### src/rtl/_load_store_unit.sv
// Load/store unit in front of a word-only data memory: adds byte/halfword
// accesses (sub-word stores by read-modify-write) and flags bad requests.
module _load_store_unit #(
  parameter int MEM_WORDS = 32
) (
  input  logic        clk,
  input  logic        rst,
  input  logic        cpu_req,
  input  logic        cpu_we,
  input  logic [1:0]  cpu_size,
  input  logic        cpu_unsigned,
  input  logic [31:0] cpu_addr,
  input  logic [31:0] cpu_wdata,
  output logic [31:0] cpu_rdata,
  output logic        cpu_busy,
  output logic        cpu_done,
  output logic        cpu_err,
  output logic        MemRead,
  output logic        MemWrite,
  output logic [31:0] mem_addr,
  output logic [31:0] mem_wdata,
  input  logic [31:0] mem_rdata
);

  typedef enum logic [2:0] {S_IDLE, S_LOAD, S_RMW_RD, S_WRITE, S_ERR} state_t;

  localparam logic [31:0] ADDR_LIMIT = 32'(MEM_WORDS) * 32'd4;

  state_t      state_q, state_d;
  logic        we_q, we_d;
  logic        uns_q, uns_d;
  logic [1:0]  size_q, size_d;
  logic [31:0] addr_q, addr_d;
  logic [31:0] wdata_q, wdata_d;
  logic [31:0] merge_q, merge_d;
  logic [31:0] rdata_q, rdata_d;
  logic        done_q, done_d;
  logic        err_q, err_d;

  logic        req_bad;
  logic [31:0] load_ext;
  logic [31:0] merge_val;

  assign req_bad = (cpu_size == 2'b11)
                 | ((cpu_size == 2'b01) & cpu_addr[0])
                 | ((cpu_size == 2'b10) & (|cpu_addr[1:0]))
                 | (cpu_addr >= ADDR_LIMIT);

  // Pick the addressed lane out of the read word and extend it.
  always_comb begin
    logic [7:0]  b;
    logic [15:0] h;
    b = 8'h00;
    h = 16'h0000;
    case (addr_q[1:0])
      2'd0:    b = mem_rdata[7:0];
      2'd1:    b = mem_rdata[15:8];
      2'd2:    b = mem_rdata[23:16];
      default: b = mem_rdata[31:24];
    endcase
    h = addr_q[1] ? mem_rdata[31:16] : mem_rdata[15:0];
    case (size_q)
      2'b00:   load_ext = uns_q ? {24'h0, b} : {{24{b[7]}}, b};
      2'b01:   load_ext = uns_q ? {16'h0, h} : {{16{h[15]}}, h};
      default: load_ext = mem_rdata;
    endcase
  end

  always_comb begin
    merge_val = mem_rdata;
    if (size_q == 2'b00) begin
      case (addr_q[1:0])
        2'd0:    merge_val[7:0]   = wdata_q[7:0];
        2'd1:    merge_val[15:8]  = wdata_q[7:0];
        2'd2:    merge_val[23:16] = wdata_q[7:0];
        default: merge_val[31:24] = wdata_q[7:0];
      endcase
    end else if (addr_q[1]) begin
      merge_val[31:16] = wdata_q[15:0];
    end else begin
      merge_val[15:0] = wdata_q[15:0];
    end
  end

  always_comb begin
    state_d = state_q;
    we_d    = we_q;
    uns_d   = uns_q;
    size_d  = size_q;
    addr_d  = addr_q;
    wdata_d = wdata_q;
    merge_d = merge_q;
    rdata_d = rdata_q;
    done_d  = 1'b0;
    err_d   = 1'b0;
    case (state_q)
      S_IDLE: begin
        if (cpu_req) begin
          we_d    = cpu_we;
          uns_d   = cpu_unsigned;
          size_d  = cpu_size;
          addr_d  = cpu_addr;
          wdata_d = cpu_wdata;
          if (req_bad)                state_d = S_ERR;
          else if (!cpu_we)           state_d = S_LOAD;
          else if (cpu_size == 2'b10) state_d = S_WRITE;
          else                        state_d = S_RMW_RD;
        end
      end
      S_LOAD: begin
        rdata_d = load_ext;
        done_d  = 1'b1;
        state_d = S_IDLE;
      end
      S_RMW_RD: begin
        merge_d = merge_val;
        state_d = S_WRITE;
      end
      S_WRITE: begin
        done_d  = 1'b1;
        state_d = S_IDLE;
      end
      S_ERR: begin
        done_d  = 1'b1;
        err_d   = 1'b1;
        state_d = S_IDLE;
      end
      default: state_d = S_IDLE;
    endcase
  end

  always_ff @(posedge clk or posedge rst) begin
    if (rst) begin
      state_q <= S_IDLE;
      we_q    <= 1'b0;
      uns_q   <= 1'b0;
      size_q  <= 2'b00;
      addr_q  <= 32'h0;
      wdata_q <= 32'h0;
      merge_q <= 32'h0;
      rdata_q <= 32'h0;
      done_q  <= 1'b0;
      err_q   <= 1'b0;
    end else begin
      state_q <= state_d;
      we_q    <= we_d;
      uns_q   <= uns_d;
      size_q  <= size_d;
      addr_q  <= addr_d;
      wdata_q <= wdata_d;
      merge_q <= merge_d;
      rdata_q <= rdata_d;
      done_q  <= done_d;
      err_q   <= err_d;
    end
  end

  // Strobes decode straight from state so reset drops them immediately.
  assign MemRead   = (state_q == S_LOAD) || (state_q == S_RMW_RD);
  assign MemWrite  = (state_q == S_WRITE);
  assign mem_addr  = {addr_q[31:2], 2'b00};
  assign mem_wdata = (size_q == 2'b10) ? wdata_q : merge_q;
  assign cpu_busy  = (state_q != S_IDLE);
  assign cpu_done  = done_q;
  assign cpu_err   = err_q;
  assign cpu_rdata = rdata_q;

endmodule

### config.mk
export PLATFORM = sky130hd
export DESIGN_NAME = _load_store_unit
export DESIGN_NICKNAME = d
export VERILOG_FILES = /design/src/rtl/_load_store_unit.sv
export SDC_FILE = /design/constraint.sdc
export NUM_CORES = 1
export LEC_CHECK = 0
export ABC_AREA = 1
export CORE_UTILIZATION = 38
export DETAILED_ROUTE_END_ITERATION = 8
export PLACE_DENSITY_LB_ADDON = 0.1
export SYNTH_ARGS = -nofsm -noshare
export SYNTH_HDL_FRONTEND = slang
export SYNTH_SLANG_ARGS = --single-unit
### constraint.sdc
create_clock -name clk -period 4.5 [get_ports clk]
set_clock_uncertainty 0.1 [all_clocks]
set_input_delay 0.675 -clock clk [delete_from_list [all_inputs] [get_ports clk]]
set_output_delay 0.675 -clock clk [all_outputs]
set_load 0.01 [all_outputs]
# Word level (Yosys, flattened, before mapping)
# Cells that the tools add are included.
# totals
reg_bits,136
input_bits,103
output_inout_bits,101
word_cells,56
# op_classes
magnitude_cmp,1
n_eq_ne,12
muxes,20
bitwise_logic,5
n_reduce_logical,9
# ops
cell,n
2-to-1 mux 32 bit,4
case mux 32 bit (2 select lines),1
2-to-1 mux 16 bit,3
>= comparator 32 x 8 -> 1 bit (second input constant),1
2-to-1 mux 8 bit,4
case mux 8 bit (3 select lines),1
== test 2 bit (second input constant),4
== test 2 x 1 -> 1 bit (second input constant),3
== test 3 x 2 -> 1 bit (second input constant),2
2-to-1 mux 3 bit,2
case mux 3 bit (2 select lines),1
OR reduction 3 bit,2
logical NOT 2 bit,2
== test 3 x 1 -> 1 bit (second input constant),1
== test 3 bit (second input constant),1
logical NOT 3 bit,1
2-to-1 mux 1 bit,3
bitwise OR 1 bit,3
nonzero test 3 bit,1
AND 1 bit,2
2-to-1 mux 2 bit,1
!= test 2 bit (second input constant),1
AND reduction 2 bit,1
OR reduction 2 bit,1
logical OR 1 bit,1

# Depth between registers and ports, before layout
# Gate-level depths: netlist of the first run.
# depth
depth_word,8
mapped_depth,9
ltp_nobuf,8

# Worst setup path after synthesis of the first run
# No wires, ideal clock.
# synth_path
path_type,register to output
start,register size_q[0]
end,output port mem_wdata[28]
arrival_ns,1.301
required_time_ns,3.725
slack_ns,2.424
stages_incl_launch_ff,6
n_path_buf,2
cell_sequence,dfrtp_1 -> buf_6 -> clkinv_1 -> nand2_2 -> buf_4 -> mux2_2
# synth_between
elab_chain_cells,2
# synth_rtl
item,line,rtl
start: declaration,32,"logic [1:0] size_q, size_d;"
start signal: assignment,148,size_q <= size_d;
== test 2 bit,162,assign mem_wdata = (size_q == 2'b10) ? wdata_q : merge_q;
2-to-1 mux 32 bit,162,
end: declaration,21,"output logic [31:0] mem_wdata,"
# No other way between the ends.

# Worst setup path after layout of the first run
# layout_path
start,register size_q[0]
end,output port mem_wdata[11]
# The elaborated chain is that of the path after synthesis.

==> reports/metrics.cfg, run 1 <==
[run_status]
status=finished, final reports clean

[finish]
fin_nets=1141
drive_above_1_share=0.0580
area_growth_pct=34.1
design_area_sq_um=9910
n_antenna_cell=0
fillers=1838
final_core_util=0.524

[worst_setup_path]
r2r_cells=8
cp_cell_sequence=clkinv_1 > nand2_2 > buf_4 > nor2_1 > a21oi_1 > clkdlybuf4s50_1
slowest_stage=dfrtp_1
cp_slowest_stage_delay_ns=0.59
path_max_fanout=35
critPathLaunchType=flop
r2r_slack_ns=1.99
worstPathRequired_ns=3.72
arrival_ns=3.04
crit_buf_inv=3
end_kind=output port
path_class=reg2out
r2r-start=size_q[1]$_DFFE_PP0P_
r2r_end=cpu_rdata[19]$_DFFE_PP0P_
path_delay_family=buffers and inverters
worstSetupStartpoint=size_q[0]$_DFFE_PP0P_

[placed_design]
place_hpwl_microns=15900
port_buffers=201
post_dp_cell_area_sq_um=9250
place_congestion=0.838
place_ws_ns=1.12

[clock_tree]
ctsResizeCount=0
cts_tree=built
postCtsSetupBuffers=0
cts_sinks=136
clkTransAtPathRegs_ns=0.06
cts_buffer_depth=2
root_buffer=clkbuf_16
clk_latency_ns=0.43
cts_hold_buf=0
htree_levels=4
cts_inserted_buffers=17

[synth]
synth_common_cells=nand2_1 (155), dfrtp_1 (136), a21oi_1 (103)
async_flop_share=1.00
synth_top_area_cell=dfrtp_1
yosys-top-cells-area=dfrtp_1 (46%), nand2_1 (7.9%), a21oi_1 (7.0%)
syn-cell-area_sq_um=7390
synth_ff_type=dfrtp_1
ys_seq_area_frac=0.461
ys_warn_count=0
ys_types=33
synth_edf_count=0
syn_area_per_cell_sq_um=8.22
synth.top_cell.area_share=0.461
synth_seq_cells=136
synth_most_common_cell=nand2_1
syn_inst=899

[power]
intPower_uw=2930
powerDensity_nw_per_um2=419
switching_share=0.295
combPwrFrac=0.259
total_power_uw=4160
irDropWorstVdd_v=0.000303
p_clk_frac=0.378
p_leak_uw=0.00440
p_switching_uw=1230
pwr-share-seq=0.363

[min_path]
holdPathStages=2
holdPathEnd=cpu_rdata[6]$_DFFE_PP0P_
hp-class=reg2reg
min_from=cpu_rdata[6]$_DFFE_PP0P_

[timing]
fin_crit_sh=0.848
max_slew_margin=0.408
min_period_ns=3.82
tightestPinTransition_ns=0.887
max_freq_mhz=262
setup_viol=0
tns_ns=0
hold_viol=0
drv_slew=0
rsz0062_at_grt=no
layout_setup_ws_ns=0.683

[floorplanning]
die_h_microns=141
core_area_sq_um=18900
die_x_microns=141
start_util=0.391
ioPinCount=204
die_area_sq_um=20000
placementRows=50

[detailed_routing]
drt_pass1_iterations=5
drcViolationCount=0
wirelength_microns=22200
post_drt_wl_per_cell_microns=17.0
ant_nets=0
vias_per_cell=4.97
drt_iter0_drc=551
num_vias=6521

[grt]
grt_max_degree=98
antenna_found_initial=1
grt_pass1_wl_microns=34600
overflow=0
first_global_vias=6100
grt_usage=0.229

[run]
cap_violations=0

tightest hold or removal path, cell delays in order, from the launching register on:
cell     delay, ns
dfrtp_1       0.34
nand2_1       0.05
nand2_1       0.06
final cells by class:
| class | instances | area (sq um) | area share |
|---|---|---|---|
| clock inverters | 14 | 220 | 0.0222 |
| flip-flops and latches | 136 | 3400 | 0.343 |
| clock buffers | 18 | 439 | 0.0443 |
| well taps | 260 | 325 | 0.0328 |
| inverters | 86 | 328 | 0.0331 |
| repair buffers | 208 | 2080 | 0.210 |
| multi-input cells | 589 | 3120 | 0.314 |
worst max path at each step:
stage	end	slack (ns)	depth (start not counted)
3_3_place_gp	mem_wdata[11]	1.19	6
4_1_cts	mem_wdata[5]	0.66	6
5_1_grt	mem_wdata[3]	0.48	6
3_5_place_dp	mem_wdata[5]	1.12	6
6_report	mem_wdata[11]	0.68	6
2_1_floorplan	addr_q[0]$_DFFE_PP0P_	0.09	1
flip-flops by register name (all words and copies together) (netlist names):
signal,flops
cpu_err,1
size_q,2
wdata_q,32
cpu_rdata,32
addr_q,32
uns_q,1
merge_q,32
cpu_done,1
state_q,3
cells in the final DEF, fill, tap and decap left out, types with 3 or more instances in the layout:
| master | n |
|---|---|
| nand2_1 | 155 |
| dfrtp_1 | 136 |
| nand3_1 | 48 |
| inv_2 | 6 |
| inv_1 | 78 |
| clkbuf_16 | 17 |
| a21oi_1 | 103 |
| mux2_2 | 5 |
| nor2_1 | 72 |
| o21ai_0 | 96 |
| clkinv_4 | 3 |
| bufinv_16 | 5 |
| a31oi_1 | 9 |
| inv_6 | 4 |
| mux2_1 | 42 |
| o211ai_1 | 21 |
| clkdlybuf4s50_1 | 201 |
| buf_4 | 6 |
| o221ai_1 | 6 |
| o21ai_1 | 15 |
metrics by stage:
step	instances	hold WS (ns)
global route	1311	0.400
finish	1311	0.377
global placement	1279	0.360
CTS	1311	0.375
detailed placement	1279	0.367
floorplan	900	0.344
power groups by stage:
stage / combinational [uW] / clock, uW / sequential, uW
6_report: 1080 / 1570 / 1510
5_1_grt: 1190 / 1650 / 1530
4_1_cts: 1090 / 1600 / 1510
3_5_place_dp: 1080 / 0 / 1530
3_3_place_gp: 1070 / 0 / 1530
2_1_floorplan: 628 / 0 / 1510
cells by family after synthesis:
group / count (synthesis) / share of synthesized area
DFF: 136 / 0.461
buffers and inverters: 175 / 0.119
and+or+nand+nor: 286 / 0.162
muxes: 47 / 0.0716
AOI/OAI and AO/OA: 254 / 0.187
other: 1 / 0.000508
per-layer routing:
| metal | wire length, microns | global-route usage | vias up |
|---|---|---|---|
| li1 | - | - | 3240 |
| met1 | 10200 | 0.316 | 3021 |
| met2 | 10000 | 0.353 | 236 |
| met3 | 1660 | 0.0597 | 24 |
| met4 | 336 | 0.0685 | 0 |
| met5 | 0 | 0 | - |
Note: power is estimated with default switching activity, not from simulation.
==> run 2: changes to the inputs <==
Clock period 4.5 ns to 3.13 ns, I/O delays scaled along.
==> run 2 against run 1 <==
Against the previous run: die area unchanged; global-route usage increased by 0.55 points; cell count increased by 1.1%; sequential share of layout area decreased by 0.33 points; worst hold slack got worse by 0.0050 ns; register-to-register slack got worse by 1.1 ns; design area increased by 1.0%; critical path depth decreased by 1; power increased by 41%; critical path type unchanged; largest cell class unchanged; largest power group is now registers.
==> reports/metrics.cfg, run 2 (synthesis results as in run 1) <==
[timing]
max_freq_mhz=335
hold_viol=0  ; unchanged
tns_ns=0  ; unchanged
setup_viol=0  ; unchanged
fin_crit_sh=0.954
tightestPinTransition_ns=0.688  ; was 0.887 ns
rsz0062_at_grt=no  ; unchanged
min_period_ns=2.98
max_slew_margin=0.540  ; was 0.408
drv_slew=0  ; unchanged

[placed_design]
place_congestion=0.820  ; was 0.838
dp_cells=1293  ; was 1279
port_buffers=201  ; unchanged
place_hpwl_microns=16600  ; was 15900 microns

[floorplanning]
die_h_microns=141  ; unchanged
die_x_microns=141  ; unchanged
ioPinCount=204  ; unchanged
placementRows=50  ; unchanged
start_util=0.391  ; unchanged
die_area_sq_um=20000  ; unchanged
core_area_sq_um=18900  ; unchanged

[run_status]
status=finished, final reports clean  ; unchanged

[clock_tree]
clk_latency_ns=0.43  ; about the same
htree_levels=4  ; unchanged
cts_buffer_depth=2  ; unchanged
root_buffer=clkbuf_16  ; unchanged
cts_hold_buf=0  ; unchanged
cts_tree=built  ; unchanged
cts_sinks=136  ; unchanged
clkTransAtPathRegs_ns=0.06  ; about the same
cts_inserted_buffers=17  ; unchanged
postCtsSetupBuffers=0  ; unchanged

[power]
p_leak_uw=0.00445  ; was 0.00440 uW
powerDensity_nw_per_um2=586  ; was 419 nW/um^2
irDropWorstVdd_v=0.000412  ; was 0.000303 V

[grt]
grt_usage=0.234  ; was 0.229
first_global_vias=6292  ; was 6100
antenna_found_initial=0  ; was 1
grt_max_degree=62  ; was 98
overflow=0  ; unchanged
grt_pass1_wl_microns=35600  ; was 34600 microns

[finish]
mostFrequentLayoutCell=clkdlybuf4s50_1  ; unchanged
mostFrequentLayoutCells=clkdlybuf4s50_1 (201), nand2_1 (155), dfrtp_1 (135)  ; was clkdlybuf4s50_1 (201), nand2_1 (155), dfrtp_1 (136)
fin_cells=1325  ; was 1311
fin_nets=1155  ; was 1141
drive_above_1_share=0.0714  ; was 0.0580
fillers=1799  ; was 1838
area_growth_pct=35.4  ; was 34.1%
n_antenna_cell=0  ; unchanged

[worst_setup_path]
worstPathRequired_ns=2.56  ; was 3.72 ns
critPathLaunchType=flop  ; unchanged
path_class=reg2out  ; unchanged
end_kind=output port  ; unchanged
r2r_cells=8  ; unchanged
arrival_ns=2.42  ; was 3.04 ns
path_max_fanout=15  ; was 35

[detailed_routing]
ant_nets=0  ; unchanged
post_drt_wl_per_cell_microns=17.1  ; was 17.0 microns
drcViolationCount=0  ; unchanged
drt_iter0_drc=519  ; was 551
wirelength_microns=22700  ; was 22200 microns
drt_pass1_iterations=7  ; was 5
num_vias=6573  ; was 6521
vias_per_cell=4.96  ; was 4.97

[min_path]
holdPathStages=1  ; was 2
hp-class=reg2reg  ; unchanged

[run]
cap_violations=0  ; unchanged

run 2: cell count changes in the layout (fill, tap and decap cells not counted):
cell,previous run,this run
buf_4,6,17
buf_12,1,4
clkinvlp_4,1,4
bufinv_16,5,3
clkbuf_8,1,0
clkinv_2,2,1
clkinv_4,3,4
dfrtp_1,136,135
dfrtp_2,0,1
inv_6,4,3
inv_8,0,1
run 2: power breakdown:
group          internal, uW  total (uW)  leakage, uW  switching (uW)
Combinational           780        1580      0.00260             798
Clock                  1270        2110     0.000292             838
Sequential             2010        2180      0.00156             167
run 2: worst max-delay path, stage by stage (launching register included):
cell             delay [ns]
dfrtp_2                0.51
clkinv_1               0.27
nand2_2                0.17
buf_4                  0.22
mux2_2                 0.35
clkdlybuf4s50_1        0.47
run 2: final cells by class:
cell class,count,area [sq um],area share
clock buffers,17,425,0.0425
clock inverters,15,190,0.0190
flip-flops and latches,136,3400,0.340
multi-input cells,589,3120,0.311
well taps,260,325,0.0325
repair buffers,222,2220,0.222
inverters,86,327,0.0326
run 2: final timing paths:
kind / startpoint / to / slack [ns]
setup / recovery: size_q[0]$_DFFE_PP0P_ / mem_wdata[28] / 0.15
hold / removal: state_q[0]$_DFFE_PP0P_ / cpu_err$_DFF_PP0_ / 0.37
setup reg to reg: addr_q[0]$_DFFE_PP0P_ / cpu_rdata[28]$_DFFE_PP0P_ / 0.92
hold reg to reg: state_q[0]$_DFFE_PP0P_ / cpu_err$_DFF_PP0_ / 0.37
max in group asynchronous: rst / state_q[1]$_DFFE_PP0P_ / 1.85
min in group asynchronous: rst / wdata_q[24]$_DFFE_PP0P_ / 0.41
run 2: repair_timing:
item,in CTS,in global routing
endpoints found under the hold margin,0,0
setup endpoints to repair,3,0
gates resized for setup,1,0
run 2: through the flow:
stage,hold WS [ns],cell area (sq um),setup slack [ns],power [uW],utilization
2_1_floorplan,0.344,7400,0.867,3080,-
3_3_place_gp,0.365,9390,0.495,3770,0.497
3_5_place_dp,0.368,9390,0.425,3790,0.497
4_1_cts,0.379,10000,0.143,5920,0.530
5_1_grt,0.406,10000,0.0145,6190,0.530
6_report,0.372,10000,0.145,5860,0.530
run 2: layer usage:
metal | wire length [microns] | track usage | vias to the layer above
met2 | 10100 | 0.354 | 231
met5 | 0 | 0 | -
met3 | 1640 | 0.0601 | 22
met1 | 10600 | 0.328 | 3054
met4 | 353 | 0.0747 | 0
li1 | - | - | 3266
==> run 3: changes to the inputs <==
Clock period 3.13 ns to 2.5 ns, I/O delays scaled along.
==> run 3 against run 2 <==
Against the previous run: worst hold slack got worse by 0.078 ns; clock power rose by 28%; power rose by 27%; via count rose by 2.3%; first-iteration DRC count rose by 6.7%; largest cell class unchanged; register-to-register slack got worse by 0.46 ns; global-route usage barely moved; sequential share of layout area fell by 0.50 points; critical path type unchanged.
==> reports/metrics.cfg, run 3 (synthesis results as in run 1) <==
[placed_design]
port_buffers=201  ; unchanged
dp_cells=1300  ; was 1293
place_congestion=0.882  ; was 0.820
place_hpwl_microns=16300  ; was 16600 microns

[power]
total_power_uw=7470  ; was 5860 uW
pwr-share-seq=0.363  ; was 0.372
intPower_uw=5200  ; was 4060 uW
p_leak_uw=0.00457  ; was 0.00445 uW
combPwrFrac=0.274  ; was 0.269
irDropWorstVdd_v=0.000523  ; was 0.000412 V
p_clk_frac=0.363  ; was 0.359
p_switching_uw=2270  ; was 1800 uW
powerDensity_nw_per_um2=735  ; was 586 nW/um^2
switching_share=0.304  ; was 0.307

[timing]
min_period_ns=2.43
tns_ns=0  ; unchanged
hold_viol=0  ; unchanged
max_freq_mhz=411
tightestPinTransition_ns=0.593  ; was 0.688 ns
setup_viol=0  ; unchanged
rsz0062_at_grt=no  ; unchanged
max_slew_margin=0.604  ; was 0.540
fin_crit_sh=0.973
drv_slew=0  ; unchanged
whs_ns=0.294  ; was 0.372 ns

[floorplanning]
die_area_sq_um=20000  ; unchanged
start_util=0.391  ; unchanged
die_x_microns=141  ; unchanged
die_h_microns=141  ; unchanged
ioPinCount=204  ; unchanged
placementRows=50  ; unchanged
core_area_sq_um=18900  ; unchanged

[grt]
grt_max_degree=94  ; was 62
overflow=0  ; unchanged
grt_usage=0.235  ; was 0.234
antenna_found_initial=0  ; unchanged
grt_pass1_wl_microns=35600  ; about the same
first_global_vias=6361  ; was 6292

[clock_tree]
clk_latency_ns=0.42  ; was 0.43 ns
postCtsSetupBuffers=0  ; unchanged
clkTransAtPathRegs_ns=0.06  ; about the same
cts_sinks=136  ; unchanged
htree_levels=4  ; unchanged
cts_buffer_depth=2  ; unchanged
cts_hold_buf=0  ; unchanged
root_buffer=clkbuf_16  ; unchanged
cts_tree=built  ; unchanged
cts_inserted_buffers=17  ; unchanged

[finish]
mostFrequentLayoutCell=clkdlybuf4s50_1  ; unchanged
area_growth_pct=37.4  ; was 35.4%
mostFrequentLayoutCells=clkdlybuf4s50_1 (188), nand2_1 (155), dfrtp_1 (136)  ; was clkdlybuf4s50_1 (201), nand2_1 (155), dfrtp_1 (135)
drive_above_1_share=0.0782  ; was 0.0714
n_antenna_cell=0  ; unchanged
fin_nets=1164  ; was 1155
fin_cells=1334  ; was 1325

[worst_setup_path]
end_kind=output port  ; unchanged
path_max_fanout=15  ; unchanged
cp_cell_sequence=clkinv_1 > nand2_4 > clkbuf_16 > o21ai_0 > clkdlybuf4s50_1  ; was clkinv_1 > nand2_2 > buf_4 > mux2_2 > clkdlybuf4s50_1
slowest_stage=clkdlybuf4s50_1  ; was dfrtp_2
arrival_ns=1.96  ; was 2.42 ns
path_class=reg2out  ; unchanged
cp_slowest_stage_delay_ns=0.59  ; was 0.51 ns
crit_buf_inv=3  ; unchanged
critPathLaunchType=flop  ; unchanged
worstPathRequired_ns=2.03  ; was 2.56 ns
path_delay_family=buffers and inverters  ; unchanged

[run_status]
status=finished, final reports clean  ; unchanged

[detailed_routing]
ant_nets=0  ; unchanged
drt_pass1_iterations=6  ; was 7
drcViolationCount=0  ; unchanged
drt_iter0_drc=554  ; was 519
post_drt_wl_per_cell_microns=17.4  ; was 17.1 microns
wirelength_microns=23200  ; was 22700 microns
vias_per_cell=5.04  ; was 4.96
num_vias=6725  ; was 6573

[run]
cap_violations=0  ; unchanged

[min_path]
hp-class=in2async  ; was reg2reg

## run 3: cell count changes in the layout (fill, tap and decap cells not counted), moves of 2 or more
cell | before | now
clkbuf_16 | 17 | 19
buf_4 | 17 | 23
clkinvlp_4 | 4 | 6
clkdlybuf4s50_1 | 201 | 188
dlygate4sd2_1 | 0 | 5
clkinv_4 | 4 | 2
dlymetal6s2s_1 | 0 | 8
## run 3: layer usage
| metal | track usage | wire (microns) | vias to the layer above |
|---|---|---|---|
| met5 | 0 | 0 | - |
| met4 | 0.0860 | 525 | 0 |
| met3 | 0.0557 | 1630 | 33 |
| met2 | 0.347 | 10300 | 250 |
| met1 | 0.333 | 10700 | 3158 |
| li1 | - | - | 3284 |
## run 3: worst paths after layout
kind                                         from                   endpoint  slack [ns]  depth (start not counted)
setup / recovery            size_q[0]$_DFFE_PP0P_               mem_wdata[6]        0.07                          5
hold / removal                                rst    wdata_q[22]$_DFFE_PP0P_        0.29                          3
setup reg to reg            addr_q[1]$_DFFE_PP0P_    merge_q[27]$_DFFE_PP0N_        0.46                          5
hold reg to reg            state_q[0]$_DFFE_PP0P_          cpu_err$_DFF_PP0_        0.38                          1
max in group asynchronous                     rst  cpu_rdata[27]$_DFFE_PP0P_        1.50                          3
min in group clk           state_q[0]$_DFFE_PP0P_          cpu_err$_DFF_PP0_        0.38                          1
## run 3: repair_timing
action | in CTS | in global routing
cloned | 0 | 2
resized for setup | 5 | 11
hold endpoints to repair | 0 | 0
pin swaps | 0 | 0
setup endpoints to repair | 5 | 27
## run 3: power groups by stage
stage	combinational (uW)	clock, uW	sequential, uW
global route	2240	2850	2750
finish	2040	2710	2710
floorplan	1130	0	2720
global placement	2020	0	2750
CTS	2030	2760	2710
detailed placement	2040	0	2750
## run 3: worst register-to-register path, stage by stage, from the launching register on
cell and delay [ns]:
dfrtp_1 0.54, nand2_1 0.14, inv_1 0.46, a21oi_1 0.14, o21ai_0 0.38, o21ai_0 0.15
## run 3: stage by stage
step	setup slack, ns	instance area, sq um	utilization
2_1_floorplan	0.332	7400	-
3_3_place_gp	0.409	9460	0.500
3_5_place_dp	0.405	9460	0.500
4_1_cts	0.0198	10100	0.533
5_1_grt	0.00711	10200	0.537
6_report	0.0670	10200	0.537
## run 3: layout make-up
type                            instances  area, sq um
Tap cell                              260          325
Clock buffer                           18          429
Multi-Input combinational cell        589         3120
Clock inverter                         14          198
Fill cell                            1839         8740
Timing Repair Buffer                  231         2350
Sequential cell                       136         3400
Inverter                               86          327
